`src/rtl/layer4_argmax.sv`:
```
// Layer-4 output classifier: snapshots all node activations, scans one per cycle, reports argmax.
// Optional ARGMAX_MARGIN_EN adds runner-up tracking and the margin output.
module layer4_argmax #(
    parameter int NUM_NODES = 15,
    parameter int DW        = 16,
    parameter int IW        = 4
) (
    input  logic                    clk,
    input  logic                    reset,
    input  logic [DW*NUM_NODES-1:0] nodes_in,
    input  logic                    in_valid,
    output logic                    in_ready,
    output logic [IW-1:0]           class_idx,
    output logic [DW-1:0]           class_val,
    output logic                    out_valid,
`ifdef ARGMAX_MARGIN_EN
    output logic [DW-1:0]           margin,
`endif
    input  logic                    out_ready
);

    typedef enum logic [1:0] {
        S_IDLE,
        S_SCAN,
        S_DONE
    } state_t;

    state_t        r_state;
    logic [DW-1:0] r_snap [NUM_NODES];
    logic [IW-1:0] r_idx;
    logic [IW-1:0] r_best_idx;
    logic [DW-1:0] r_best_val;
    logic          r_last;
`ifdef ARGMAX_MARGIN_EN
    logic [DW-1:0] r_runner;
`endif

    logic [DW-1:0] w_cand;
    logic          w_gt;
    logic          w_eq;
    logic          w_at_end;

    assign w_cand   = r_snap[r_idx];
    assign w_gt     = w_cand > r_best_val;
    assign w_eq     = w_cand == r_best_val;
    assign w_at_end = r_idx == IW'(NUM_NODES - 1);
    assign in_ready = r_state == S_IDLE;

    always_ff @(posedge clk or negedge reset) begin
        if (!reset) begin
            r_state    <= S_IDLE;
            for (int unsigned k = 0; k < NUM_NODES; k++) r_snap[k] <= '0;
            r_idx      <= '0;
            r_best_idx <= '0;
            r_best_val <= '0;
            r_last     <= 1'b0;
            class_idx  <= '0;
            class_val  <= '0;
            out_valid  <= 1'b0;
`ifdef ARGMAX_MARGIN_EN
            r_runner   <= '0;
            margin     <= '0;
`endif
        end else begin
            case (r_state)
                S_IDLE: begin
                    if (in_valid) begin
                        for (int unsigned k = 0; k < NUM_NODES; k++)
                            r_snap[k] <= nodes_in[DW*k +: DW];
                        r_idx      <= '0;
                        r_best_idx <= '0;
                        r_best_val <= '0;
                        r_last     <= 1'b0;
`ifdef ARGMAX_MARGIN_EN
                        r_runner   <= '0;
`endif
                        r_state    <= S_SCAN;
                    end
                end
                S_SCAN: begin
                    // r_last adds the publish cycle after the final compare so outputs stay registered
                    if (!r_last) begin
                        if (w_gt) begin
                            r_best_val <= w_cand;
                            r_best_idx <= r_idx;
                        end
`ifdef ARGMAX_MARGIN_EN
                        if (w_gt || w_eq)
                            r_runner <= r_best_val;
                        else if (w_cand > r_runner)
                            r_runner <= w_cand;
`endif
                        if (w_at_end)
                            r_last <= 1'b1;
                        else
                            r_idx <= r_idx + 1'b1;
                    end else begin
                        class_idx <= r_best_idx;
                        class_val <= r_best_val;
`ifdef ARGMAX_MARGIN_EN
                        margin    <= r_best_val - r_runner;
`endif
                        out_valid <= 1'b1;
                        r_last    <= 1'b0;
                        r_state   <= S_DONE;
                    end
                end
                S_DONE: begin
                    if (out_ready) begin
                        out_valid <= 1'b0;
                        r_state   <= S_IDLE;
                    end
                end
                default: r_state <= S_IDLE;
            endcase
        end
    end

endmodule
```
`config.mk`:
```
export PLATFORM = sky130hd
export DESIGN_NAME = layer4_argmax
export DESIGN_NICKNAME = d
export VERILOG_FILES = /design/src/rtl/layer4_argmax.sv
export SDC_FILE = /design/constraint.sdc
export NUM_CORES = 1
export LEC_CHECK = 0
export CAP_MARGIN = 20
export CORE_AREA = 4 4 183 167
export DETAILED_ROUTE_END_ITERATION = 7
export DIE_AREA = 0 0 187 171
export GPL_TIMING_DRIVEN = 0
export PLACE_DENSITY_LB_ADDON = 0.05
export SETUP_SLACK_MARGIN = 0.2
export SLEW_MARGIN = 20
export SYNTH_ARGS = -nofsm -noshare
export SYNTH_HDL_FRONTEND = slang
export SYNTH_SLANG_ARGS = --single-unit
```
`constraint.sdc`:
```
create_clock -name clk -period 3.3 [get_ports clk]
set_clock_uncertainty 0.1 [all_clocks]
set_input_delay 0.66 -clock clk [delete_from_list [all_inputs] [get_ports clk]]
set_output_delay 0.66 -clock clk [all_outputs]
set_load 0.01 [all_outputs]
```
==> results_dict.tcl <==
set metrics [dict create \
    diodes 0 \
    finalCritPeriodShare_pct 109 \
    synth_ff_type "dfrtp_1" \
    worstSetupPathType "reg -> reg" \
    synth_compound_area_share_pct 5.33 \
    dp_cells 1576 \
    drv_cap 0 \
    hold_viol_final 0 \
    hold_depth 2 \
    clkLatencyLatePin_ns 0.56 \
    grt_pass1_wl_um 54700 \
    pwr-share-seq_pct 31.1 \
    power_density_nw_per_um2 1110 \
    synthTopCellsByArea "dfrtp_1 54%, mux2_2 16%, mux4_2 5.4%, mux2_1 4.7%, mux2i_1 3.9%" \
    tightest_slew_ns 0.521 \
    netSwitchingPower_mw 6.86 \
    worstPathMaxFanout 10 \
    die_y_um 171 \
    die_w_um 187 \
    rows 59 \
    antenna_found_initial 5 \
    start_kind "register" \
    slew_violations 0 \
    yosys.area_share.simple_pct 3.79 \
    grt_pass1_vias 9527 \
    first_pass_iters 4 \
    peakVddDrop_v 0.000733 \
    drtIter0Drc 430 \
    crit_arrival_ns 3.95 \
    path_cells "buf_12, buf_12, mux4_2, a22oi_2, nand2_2, ha_4, nand4_1, nor3_2, a21boi_2, o311ai_4, buf_6, buf_12, mux2_4" \
    hold_class "reg -> reg" \
    synthToLayoutAreaGrowth_pct 36.6 \
    synth_top_family_by_area "multiplexers" \
    gp_congestion 0.796 \
    wirelength_um 36200 \
    leakage_nw 7.79 \
    synth_nets 1204 \
    ys_types 41 \
    antenna_left 0 \
    reg2reg_to "r_best_val[14]" \
    min_to "class_val[13]" \
    combPwrFrac_pct 51.4 \
    register_area_um2 7210 \
    clk_pin_slew_ns 0.06 \
    remaining_drc_errors 0 \
    wl_per_cell_um 21.8 \
    maxSlewHeadroom_pct 65.3 \
    fillers 2287 \
    nNetsFinal 1536 \
    io_buffers 265 \
    fmax_mhz 277 \
    p_int_mw 13.2 \
    yosys.area_share.adder_pct 1.70 \
    cts_buffer_depth 3 \
    synth_warnings 0 \
    hp-start "class_val[13]" \
    reg2reg_depth 13 \
    design.core.area_um2 28600 \
    die_area_um2 32000 \
    rsz0062_at_grt "true" \
    numCtsBuffers 31 \
    muxShareOfSynthArea_pct 31.6 \
    cts_tree "built" \
    endpoint_kind "register" \
    synth_edf_count 0 \
    synth_seq_area_share_pct 54.2 \
    viasPerCell 5.40 \
    clock-root-buffer "clkbuf_16" \
    synth_xor_area_share_pct 0.132 \
    violations "setup timing" \
    grt_usage_pct 22.2 \
    instances_no_fill 1662 \
    dpl.hpwl_um 26900 \
    rr_startpoint "r_idx[0]" \
    h-tree-depth 1 \
    final.setup.tns_ns -5.75 \
    multi_input_comb_area_um2 5850 \
    cts_sinks 288 \
    syn_area_um2 13300 \
    p_clk_share_pct 17.5 \
    grt_max_degree 86 \
    initial_utilization_pct 46.4 \
    final-setup-viol-count 20 \
    yosysTopAreaCellShare_pct 54.2 \
    grt-ovfl-total 0 \
    synth_top_area_cell "dfrtp_1" \
    slowest_delay_ns 0.54 \
    synth_cells 942 \
    status "finished, violations left" \
    crit_top_cell "buf_12" \
    rrSetupSlack_ns -0.31 \
    min_period_ns 3.61 \
    async_reset_ff_share_pct 100 \
    drive_above_1_share_pct 31.3 \
    ys_ff_latch 288 \
    post-place-ws_ns -0.568 \
    crit_required_ns 3.64 \
    setup_ws_ns -0.311 \
    p_sw_share_pct 34.2 \
    route.vias.total 8968 \
    slowest_stage "mux4_2" \
    postSynthAreaPerCell_um2 14.1 \
    io_pins 266 \
]
==> flip-flops by register name, indices dropped and copies added (netlist names) <==
signal	cells
class_val	16
out_valid	1
r_best_val	16
r_best_idx	4
class_idx	4
r_snap	240
r_state	2
r_last	1
r_idx	4
==> synth_stat cells (18+ instances only) <==
| library cell | n |
|---|---|
| ha_1 | 18 |
| dfrtp_1 | 288 |
| o21ai_0 | 25 |
| a21oi_1 | 21 |
| mux2_1 | 55 |
| buf_2 | 41 |
| nand3_1 | 18 |
| nand2_1 | 45 |
| inv_1 | 22 |
| mux2_2 | 186 |
| a22oi_1 | 31 |
| mux2i_1 | 52 |
| mux4_2 | 32 |
==> per-stage QoR <==
step           hold WS, ns  area [um^2]  power, mW  util [%]
2_1_floorplan        0.264        13300       12.6         -
3_3_place_gp         0.365        16400       15.0      57.4
3_5_place_dp         0.371        16500       15.2      57.7
6_report             0.376        18200       20.1      63.4
5_1_grt              0.398        18200       21.3      63.4
4_1_cts              0.385        17900       19.6      62.4
==> worst max-delay path, delay by kind of cell (launching register included) <==
kind / cells / cell delay (ns)
buffers and inverters: 4 / 0.60
muxes: 2 / 0.83
adders and majority gates: 1 / 0.29
DFF: 1 / 0.43
AOI/OAI and AO/OA: 3 / 0.70
and+or+nand+nor: 3 / 0.53
==> cell usage in the layout, fill, tap and decap left out, drive strengths merged, types with 3 or more instances in the layout <==
master | netlist | routed
buf | 49 | 77
nand2 | 45 | 45
mux2 | 257 | 257
nand3 | 18 | 18
o21ai | 25 | 25
o211ai | 17 | 17
a22oi | 31 | 31
nand4 | 5 | 5
nor2 | 8 | 8
nor2b | 3 | 3
a21oi | 21 | 21
clkbuf | 15 | 69
clkinv | 0 | 4
dfrtp | 288 | 288
ha | 18 | 18
mux4 | 32 | 32
nand3b | 16 | 16
clkdlybuf4s50 | 0 | 264
mux2i | 52 | 52
inv | 22 | 23
==> cell families (layout without fill, tap and decap cells) <==
| logic type | Yosys count | in the layout |
|---|---|---|
| xor+xnor | 2 | 2 |
| compound gates | 105 | 105 |
| buf+inv | 86 | 440 |
| simple gates | 102 | 102 |
| mux | 341 | 341 |
| fa+ha+maj | 18 | 18 |
| flops | 288 | 288 |
==> routing by layer <==
layer	vias up	part of all wire, %	wire, um	global-route usage (%)
met5	-	0.19	67	0
li1	4118	-	-	-
met3	51	5.9	2150	5.67
met2	215	49	17700	37.8
met4	10	1.9	698	4.47
met1	4574	43	15600	29.3
==> worst max-delay path by stage <==
stage,start,endpoint,slack (ns),cells past startpoint
CTS,r_idx[0],r_best_val[14],-0.27,13
global placement,reset,r_snap[74],-11.42,1
global route,r_idx[0],r_best_val[14],-0.44,14
floorplan,r_idx[0],r_best_val[0],0.16,12
finish,r_idx[0],r_best_val[14],-0.31,13
detailed placement,r_idx[1],r_best_val[7],-0.57,12
==> power groups by stage <==
stage                     clock [mW]  combinational (mW)  sequential [mW]
after floorplan                    0                6.54             6.02
after global placement             0                8.79             6.24
after detailed placement           0                8.95             6.28
after CTS                       3.60                9.80             6.23
after global routing            3.73                11.1             6.46
final                           3.51                10.3             6.23
==> cell type report <==
cell class | count | area share [%]
repair buffers | 299 | 17.0
flip-flops and latches | 288 | 39.7
inverters | 22 | 0.455
clock buffers | 48 | 5.23
clock inverters | 7 | 0.489
plain buffers | 64 | 2.38
multi-input cells | 568 | 32.2
well taps | 366 | 2.52
==> what timing repair did <==
item | 4_1_cts | 5_1_grt
hold buffers | 1 | 0
resized for setup | 35 | 30
pin swaps | 10 | 14
hold endpoints to repair | 59 | 0
endpoints found under the setup margin | 20 | 20
gates cloned | 2 | 3
buffers inserted | 14 | 11
Note: power is estimated with default switching activity, not from simulation.
